===== config.mk =====
export PLATFORM = sky130hd
export DESIGN_NAME = mem_arbiter_flat
export DESIGN_NICKNAME = d
export VERILOG_FILES = /design/src/rtl/mem_arbiter_if.sv /design/src/rtl/mem_arbiter.sv /design/src/flat_wrapper.sv
export SDC_FILE = /design/constraint.sdc
export NUM_CORES = 1
export LEC_CHECK = 0
export ABC_AREA = 0
export CAP_MARGIN = 20
export CORE_MARGIN = 3
export CORE_UTILIZATION = 38
export DETAILED_ROUTE_END_ITERATION = 10
export GPL_TIMING_DRIVEN = 0
export HOLD_SLACK_MARGIN = 0.02
export MAX_ROUTING_LAYER = met4
export PLACE_DENSITY = 0.94
export SKIP_CTS_REPAIR_TIMING = 1
export SLEW_MARGIN = 10
export SYNTH_ARGS = -nofsm -noshare
export SYNTH_HDL_FRONTEND = slang
export SYNTH_SLANG_ARGS = --single-unit

===== constraint.sdc =====
create_clock -name clk -period 3.1 [get_ports clk]
set_input_delay 0.93 -clock clk [delete_from_list [all_inputs] [get_ports clk]]
set_output_delay 0.93 -clock clk [all_outputs]
set_load 0.05 [all_outputs]

===== src/rtl/mem_arbiter_if.sv =====
// Signal bundle between mem_arbiter, its three requesters and the memory.
// slave = arbiter view; master = requester/memory (environment) view.
interface mem_arbiter_if #(
  parameter int ADDR_WIDTH = 24,
  parameter int DATA_WIDTH = 16
);
  logic                    cpu_enable;
  logic [2:0]              p_req;
  logic [2:0]              p_we;
  logic [3*ADDR_WIDTH-1:0] p_addr;
  logic [3*DATA_WIDTH-1:0] p_wdata;
  logic [2:0]              p_ack;
  logic [2:0]              p_cplt;
  logic [DATA_WIDTH-1:0]   p_rdata;
  logic                    mem_rdy;
  logic                    mem_cplt;
  logic [DATA_WIDTH-1:0]   mem_data_out;
  logic                    mem_w_en;
  logic                    mem_r_en;
  logic [ADDR_WIDTH-1:0]   mem_addr;
  logic [DATA_WIDTH-1:0]   mem_data_in;
  logic                    busy;
  logic                    timeout_err;

  modport slave (
    input  cpu_enable, p_req, p_we, p_addr, p_wdata, mem_rdy, mem_cplt, mem_data_out,
    output p_ack, p_cplt, p_rdata, mem_w_en, mem_r_en, mem_addr, mem_data_in, busy, timeout_err
  );

  modport master (
    output cpu_enable, p_req, p_we, p_addr, p_wdata, mem_rdy, mem_cplt, mem_data_out,
    input  p_ack, p_cplt, p_rdata, mem_w_en, mem_r_en, mem_addr, mem_data_in, busy, timeout_err
  );
endinterface


===== src/rtl/mem_arbiter.sv =====
// Three-port round-robin arbiter in front of a single-ported memory (loader, CPU data, CPU fetch).
// Optional read watchdog enabled by defining MEM_ARB_TIMEOUT_EN.
module mem_arbiter #(
  parameter int ADDR_WIDTH     = 24,
  parameter int DATA_WIDTH     = 16,
  parameter int TIMEOUT_CYCLES = 1024
) (
  input  logic         clk,
  input  logic         rst_n,
  mem_arbiter_if.slave bus
);

  typedef enum logic [1:0] {
    ST_IDLE    = 2'd0,
    ST_ISSUE   = 2'd1,
    ST_WAIT_RD = 2'd2
  } state_t;

  state_t                r_state;
  logic [1:0]            r_last_grant;
  logic [1:0]            r_grant;
  logic                  r_we;
  logic [ADDR_WIDTH-1:0] r_mem_addr;
  logic [DATA_WIDTH-1:0] r_mem_data_in;
  logic [DATA_WIDTH-1:0] r_p_rdata;
  logic [2:0]            r_p_ack;
  logic [2:0]            r_p_cplt;
  logic                  r_busy;

`ifdef MEM_ARB_TIMEOUT_EN
  localparam int CNT_W = (TIMEOUT_CYCLES > 1) ? $clog2(TIMEOUT_CYCLES) : 1;
  localparam logic [CNT_W-1:0] CNT_LAST = CNT_W'(TIMEOUT_CYCLES - 1);
  logic [CNT_W-1:0]      r_wait_cnt;
  logic                  r_timeout_err;
`endif

  logic [2:0]            w_elig;
  logic                  w_any;
  logic [1:0]            w_pick;
  logic                  w_pick_we;
  logic [ADDR_WIDTH-1:0] w_pick_addr;
  logic [DATA_WIDTH-1:0] w_pick_wdata;
  logic                  w_w_en;
  logic                  w_r_en;
  logic                  w_accept;

  function automatic logic [1:0] next_port(input logic [1:0] p);
    case (p)
      2'd0:    next_port = 2'd1;
      2'd1:    next_port = 2'd2;
      default: next_port = 2'd0;
    endcase
  endfunction

  function automatic logic [2:0] port_onehot(input logic [1:0] p);
    case (p)
      2'd0:    port_onehot = 3'b001;
      2'd1:    port_onehot = 3'b010;
      2'd2:    port_onehot = 3'b100;
      default: port_onehot = 3'b000;
    endcase
  endfunction

  // Search starts one past the last winner; falls back to the last winner itself.
  function automatic logic [1:0] rr_pick(input logic [2:0] req, input logic [1:0] last);
    logic [1:0] c1;
    logic [1:0] c2;
    c1 = next_port(last);
    c2 = next_port(c1);
    if (req[c1]) begin
      rr_pick = c1;
    end else if (req[c2]) begin
      rr_pick = c2;
    end else begin
      rr_pick = next_port(c2);
    end
  endfunction

  // Eligibility mask and round-robin winner
  always_comb begin
    if (bus.cpu_enable) begin
      w_elig = bus.p_req;
    end else begin
      w_elig = {2'b00, bus.p_req[0]};
    end
    w_any  = |w_elig;
    w_pick = rr_pick(w_elig, r_last_grant);
  end

  // Operand mux for the winning port
  always_comb begin
    w_pick_we    = 1'b0;
    w_pick_addr  = {ADDR_WIDTH{1'b0}};
    w_pick_wdata = {DATA_WIDTH{1'b0}};
    case (w_pick)
      2'd0: begin
        w_pick_we    = bus.p_we[0];
        w_pick_addr  = bus.p_addr[0 +: ADDR_WIDTH];
        w_pick_wdata = bus.p_wdata[0 +: DATA_WIDTH];
      end
      2'd1: begin
        w_pick_we    = bus.p_we[1];
        w_pick_addr  = bus.p_addr[ADDR_WIDTH +: ADDR_WIDTH];
        w_pick_wdata = bus.p_wdata[DATA_WIDTH +: DATA_WIDTH];
      end
      2'd2: begin
        w_pick_we    = bus.p_we[2];
        w_pick_addr  = bus.p_addr[2*ADDR_WIDTH +: ADDR_WIDTH];
        w_pick_wdata = bus.p_wdata[2*DATA_WIDTH +: DATA_WIDTH];
      end
      default: begin
        w_pick_we    = 1'b0;
        w_pick_addr  = {ADDR_WIDTH{1'b0}};
        w_pick_wdata = {DATA_WIDTH{1'b0}};
      end
    endcase
  end

  // Strobes follow mem_rdy combinationally so acceptance happens in the same cycle
  always_comb begin
    if (r_state == ST_ISSUE) begin
      w_w_en = r_we & bus.mem_rdy;
      w_r_en = ~r_we & bus.mem_rdy;
    end else begin
      w_w_en = 1'b0;
      w_r_en = 1'b0;
    end
    w_accept = w_w_en | w_r_en;
  end

  // Arbitration FSM with its registered outputs
  always_ff @(posedge clk or negedge rst_n) begin
    if (!rst_n) begin
      r_state       <= ST_IDLE;
      r_last_grant  <= 2'd2;
      r_grant       <= 2'd0;
      r_we          <= 1'b0;
      r_mem_addr    <= {ADDR_WIDTH{1'b0}};
      r_mem_data_in <= {DATA_WIDTH{1'b0}};
      r_p_rdata     <= {DATA_WIDTH{1'b0}};
      r_p_ack       <= 3'b000;
      r_p_cplt      <= 3'b000;
      r_busy        <= 1'b0;
`ifdef MEM_ARB_TIMEOUT_EN
      r_wait_cnt    <= {CNT_W{1'b0}};
      r_timeout_err <= 1'b0;
`endif
    end else begin
      r_p_ack  <= 3'b000;
      r_p_cplt <= 3'b000;
      case (r_state)
        ST_IDLE: begin
          if (w_any) begin
            r_grant       <= w_pick;
            r_we          <= w_pick_we;
            r_mem_addr    <= w_pick_addr;
            r_mem_data_in <= w_pick_wdata;
            r_state       <= ST_ISSUE;
            r_busy        <= 1'b1;
          end else begin
            r_state <= ST_IDLE;
            r_busy  <= 1'b0;
          end
        end
        ST_ISSUE: begin
          if (w_accept) begin
            r_last_grant <= r_grant;
            r_p_ack      <= port_onehot(r_grant);
            if (r_we) begin
              r_state <= ST_IDLE;
              r_busy  <= 1'b0;
            end else begin
              r_state <= ST_WAIT_RD;
              r_busy  <= 1'b1;
`ifdef MEM_ARB_TIMEOUT_EN
              r_wait_cnt <= {CNT_W{1'b0}};
`endif
            end
          end else begin
            r_state <= ST_ISSUE;
            r_busy  <= 1'b1;
          end
        end
        ST_WAIT_RD: begin
          if (bus.mem_cplt) begin
            r_p_rdata <= bus.mem_data_out;
            r_p_cplt  <= port_onehot(r_grant);
            r_state   <= ST_IDLE;
            r_busy    <= 1'b0;
          end
`ifdef MEM_ARB_TIMEOUT_EN
          else if (r_wait_cnt == CNT_LAST) begin
            // Watchdog expiry completes the read with an all-ones poison value
            r_p_rdata     <= {DATA_WIDTH{1'b1}};
            r_p_cplt      <= port_onehot(r_grant);
            r_timeout_err <= 1'b1;
            r_state       <= ST_IDLE;
            r_busy        <= 1'b0;
          end else begin
            r_wait_cnt <= r_wait_cnt + CNT_W'(1);
            r_state    <= ST_WAIT_RD;
            r_busy     <= 1'b1;
          end
`else
          else begin
            r_state <= ST_WAIT_RD;
            r_busy  <= 1'b1;
          end
`endif
        end
        default: begin
          r_state <= ST_IDLE;
          r_busy  <= 1'b0;
        end
      endcase
    end
  end

  assign bus.mem_w_en    = w_w_en;
  assign bus.mem_r_en    = w_r_en;
  assign bus.mem_addr    = r_mem_addr;
  assign bus.mem_data_in = r_mem_data_in;
  assign bus.p_ack       = r_p_ack;
  assign bus.p_cplt      = r_p_cplt;
  assign bus.p_rdata     = r_p_rdata;
  assign bus.busy        = r_busy;
`ifdef MEM_ARB_TIMEOUT_EN
  assign bus.timeout_err = r_timeout_err;
`else
  assign bus.timeout_err = 1'b0;
`endif

endmodule


===== src/flat_wrapper.sv =====
// flat-port wrapper written by rule: the top's interface ports become plain ports
module mem_arbiter_flat 
#(
  parameter int ADDR_WIDTH     = 24,
  parameter int DATA_WIDTH     = 16,
  parameter int TIMEOUT_CYCLES = 1024
)
  (clk, rst_n, bus_cpu_enable, bus_p_req, bus_p_we, bus_p_addr, bus_p_wdata, bus_mem_rdy, bus_mem_cplt, bus_mem_data_out, bus_p_ack, bus_p_cplt, bus_p_rdata, bus_mem_w_en, bus_mem_r_en, bus_mem_addr, bus_mem_data_in, bus_busy, bus_timeout_err);
  mem_arbiter_if #(.ADDR_WIDTH(ADDR_WIDTH), .DATA_WIDTH(DATA_WIDTH)) bus_i ();
  input  logic clk;
  input  logic rst_n;
  input wire logic [$bits(bus_i.cpu_enable)-1:0] bus_cpu_enable;
  input wire logic [$bits(bus_i.p_req)-1:0] bus_p_req;
  input wire logic [$bits(bus_i.p_we)-1:0] bus_p_we;
  input wire logic [$bits(bus_i.p_addr)-1:0] bus_p_addr;
  input wire logic [$bits(bus_i.p_wdata)-1:0] bus_p_wdata;
  input wire logic [$bits(bus_i.mem_rdy)-1:0] bus_mem_rdy;
  input wire logic [$bits(bus_i.mem_cplt)-1:0] bus_mem_cplt;
  input wire logic [$bits(bus_i.mem_data_out)-1:0] bus_mem_data_out;
  output wire logic [$bits(bus_i.p_ack)-1:0] bus_p_ack;
  output wire logic [$bits(bus_i.p_cplt)-1:0] bus_p_cplt;
  output wire logic [$bits(bus_i.p_rdata)-1:0] bus_p_rdata;
  output wire logic [$bits(bus_i.mem_w_en)-1:0] bus_mem_w_en;
  output wire logic [$bits(bus_i.mem_r_en)-1:0] bus_mem_r_en;
  output wire logic [$bits(bus_i.mem_addr)-1:0] bus_mem_addr;
  output wire logic [$bits(bus_i.mem_data_in)-1:0] bus_mem_data_in;
  output wire logic [$bits(bus_i.busy)-1:0] bus_busy;
  output wire logic [$bits(bus_i.timeout_err)-1:0] bus_timeout_err;
  assign bus_i.cpu_enable = bus_cpu_enable;
  assign bus_i.p_req = bus_p_req;
  assign bus_i.p_we = bus_p_we;
  assign bus_i.p_addr = bus_p_addr;
  assign bus_i.p_wdata = bus_p_wdata;
  assign bus_i.mem_rdy = bus_mem_rdy;
  assign bus_i.mem_cplt = bus_mem_cplt;
  assign bus_i.mem_data_out = bus_mem_data_out;
  assign bus_p_ack = bus_i.p_ack;
  assign bus_p_cplt = bus_i.p_cplt;
  assign bus_p_rdata = bus_i.p_rdata;
  assign bus_mem_w_en = bus_i.mem_w_en;
  assign bus_mem_r_en = bus_i.mem_r_en;
  assign bus_mem_addr = bus_i.mem_addr;
  assign bus_mem_data_in = bus_i.mem_data_in;
  assign bus_busy = bus_i.busy;
  assign bus_timeout_err = bus_i.timeout_err;
  mem_arbiter #(.ADDR_WIDTH(ADDR_WIDTH), .DATA_WIDTH(DATA_WIDTH), .TIMEOUT_CYCLES(TIMEOUT_CYCLES)) u_core (.clk(clk), .rst_n(rst_n), .bus(bus_i));
endmodule

==> metrics.md <==
| Metric | Value |
|---|---|
| Run status | `complete, no violations` |
| I/O pins | `213` |
| Mapped Area | `3100 µm²` |
| Syn_area_per_cell | `13.5 µm²` |
| Core Area | `7810 µm²` |
| Final setup margin | `0.148 ns` |
| First-pass GRT wire length | `15800 µm` |
| Gr usage total | `0.233` |
| Crit. End Element | `output port` |
| Total negative setup slack | `0 ns` |
| Largest family of logic cells by synthesized area | `compound AO/OA/AOI/OAI gates` |
| Final min period | `2.95 ns` |
| Most common cell after layout, fill and taps aside | `clkdlybuf4s50_1` |
| CTS Sinks | `70` |
| Post-DRT Antenna Nets | `0` |
| CTS Buffer Depth | `2` |
| WP data arrival | `2.02 ns` |
| Chip height | `96.3 µm` |
| Flop-to-flop setup slack | `1.05 ns` |
| CP top delay family | `buffers and inverters` |
| Clk_lat worst skew | `0.33 ns` |
| # DRC | `0` |
| Hold Violations, Final | `0` |
| CP bufs+invs | `2` |
| Worst Hold Launch | `u_core.r_grant[1]` |
| Synth Net Count | `377` |
| Adder-cell share of the synthesized area | `0` |
| # diodes | `0` |
| CTS tree | `done` |
| Final worst path period share | `0.952` |
| Htree depth | `3` |
| Worst path cell trace | `clkdlybuf4s50_1 > nand3b_1 > nor2_1 > buf_2` |
| Reg2Reg Depth | `6` |
| Routed vias | `3007` |
| Register area | `1750 µm²` |
| FP Rows | `32` |
| Vias in the first global route | `3143` |
| Grt ovf | `0` |
| Slew Limit Headroom | `0.645` |
| Clock transition at path regs | `0.07 ns` |
| Max stage delay on crit path | `0.48 ns` |
| Leakage | `0.00235 µW` |
| Max-cap violations | `0` |
| Area of the multi-input gates | `1180 µm²` |
| Tightest Pin Transition | `0.531 ns` |
| Initial DRC count | `109` |
| Setup WS pre-CTS | `-0.570 ns` |
| Placed inst area | `5350 µm²` |
| Final Util | `0.710` |
| Crit path kind | `in2out` |
| Hold WS | `0.501 ns` |
| Synth Area in Simple Gates | `0.0424` |
| Chip Width | `96.3 µm` |
| CTS Root Cell | `clkbuf_8` |
| Crit path max-delay cell type | `clkdlybuf4s50_1` |
| CTS buffer count | `9` |
| VDD IR max | `0.660 mV` |
| DRT Pass-1 Iters | `4` |
| Post-synthesis sequential area ratio | `0.566` |
| Mapped Cells | `230` |
| Design area | `5540 µm²` |
| # nets final | `601` |
| Die area | `9270 µm²` |
| Largest net degree at the start of global routing | `40` |
| IO Port Bufs | `211` |
| Dpl hpwl | `8510 µm` |
| Min-Delay Endpoint | `u_core.bus.p_ack[0]` |
| Synth unique cells | `30` |
| Max Clk Rate | `0.339 GHz` |
| Hold Path Depth | `1` |
| XOR/XNOR share of the synthesized area | `0` |
| Post-Route WL | `10700 µm` |
| Final setup viols | `0` |
| Reg2reg end | `u_core.bus.mem_addr[11]` |
| Share of layout cells above drive strength 1 | `0.120` |
| Antenna violations before repair | `0` |
| Crit path launch type | `input pin` |
| Slew Viols, Final | `0` |
| Yosys warnings | `0` |
| FILL cells | `579` |
| RSZ-0062 raised after global routing | `no` |
| Skew final | `0.0141 ns` |
| Number of vias per cell | `5.36` |
| Worst-path fanout max | `4` |
| Drt wl/cell | `19.1 µm` |
| Initial core utilization | `0.397` |
| Pwr dens | `1080 nW/µm²` |
| Placer's final routability congestion estimate | `0.789` |
| Synthesis-stage register bit count | `70` |
| Highest-count cells in the layout ignoring fill and taps | `208 x clkdlybuf4s50_1, 69 x dfrtp_1, 41 x a22o_1, 41 x a221o_1, 17 x mux2_2` |
| Multiplexer area fraction after synthesis | `0.0651` |
| RR Startpoint | `u_core.r_last_grant[1]` |
| Data required, critical path | `2.17 ns` |
| Compound-Gate Fraction of Synth Area | `0.271` |
| Layout area overhead | `78.9%` |
| Worst min path class | `reg2reg` |
## stage by stage
| stage | total power (µW) | cells |
|---|---|---|
| finish | 5960 | 561 |
| global route | 6230 | 561 |
| CTS | 5990 | 560 |
| detailed placement | 5270 | 544 |
| global placement | 5170 | 543 |
| floorplan | 3980 | 230 |
## report_power, final
| part | internal (µW) | switching (µW) |
|---|---|---|
| clock network | 371 | 339 |
| registers | 1340 | 265 |
| logic | 1520 | 2130 |
| total | 3230 | 2730 |
## cells in the mapped netlist
master    instances  area [µm²]
a21oi_2           1        8.76
nand2b_1          1        6.26
nand2_1           5        18.8
nand3b_1          1        7.51
dfrtp_1          69        1730
nand3_1           2        10.0
mux2_2           17         191
a221o_1          41         410
conb_1            1        3.75
a21o_1            1        7.51
inv_1             5        18.8
mux2i_1           1        10.0
clkbuf_1          4        15.0
a221oi_1          1        8.76
o21bai_1          1        7.51
nand4b_1          1        8.76
a21oi_1           1        5.00
a22o_1           41         359
buf_4             1        7.51
a211o_1           1        8.76
nor3_1            3        15.0
nor3b_4           1        18.8
nor2_1            9        33.8
buf_2             5        25.0
nor2b_1           2        12.5
o311ai_0          1        8.76
buf_6             9         101
o21ai_0           2        10.0
o21ai_1           1        5.00
dfstp_2           1        26.3
## how the worst max path moves through the flow
stage                     cells after the start  slack (ns)         from                     end
final                                         4        0.15  bus_mem_rdy            bus_mem_w_en
after global routing                          4        0.07  bus_mem_rdy            bus_mem_r_en
after CTS                                     4       -0.59  bus_mem_rdy            bus_mem_w_en
after detailed placement                      4       -0.57  bus_mem_rdy            bus_mem_w_en
after global placement                        1       -1.21        rst_n  u_core.bus.mem_addr[6]
after floorplan                               2        0.33  bus_mem_rdy            bus_mem_w_en
## final cells by class
class                   count  area share
clock buffers              10      0.0230
plain buffers              19      0.0269
multi-input cells         136       0.212
repair buffers            213       0.384
well taps                 102      0.0230
clock inverters             6      0.0113
flip-flops and latches     70       0.316
inverters                   5     0.00339
## sequential cells by signal, indices dropped and copies added, names as in the netlist
signal and cells:
u_core.bus.busy 1, u_core.r_state 2, u_core.bus.p_rdata 16, u_core.r_we 1
u_core.bus.p_ack 3, u_core.bus.mem_addr 24, u_core.bus.p_cplt 3, u_core.r_last_grant 2
u_core.r_grant 2, u_core.bus.mem_data_in 16
## routing by layer
| layer | wire [µm] | GRT usage |
|---|---|---|
| met5 | 0 | - |
| met2 | 5580 | 0.393 |
| met1 | 4120 | 0.276 |
| met3 | 809 | 0.0477 |
| met4 | 176 | 0.0794 |
## cells by family after synthesis
group                  count (synthesis)
other                                  1
multiplexers                          18
flip-flops                            70
AND/OR/NAND/NOR                       25
AO/OA/AOI/OAI                         92
buffers and inverters                 24
Power figures use the tool's default switching activity.
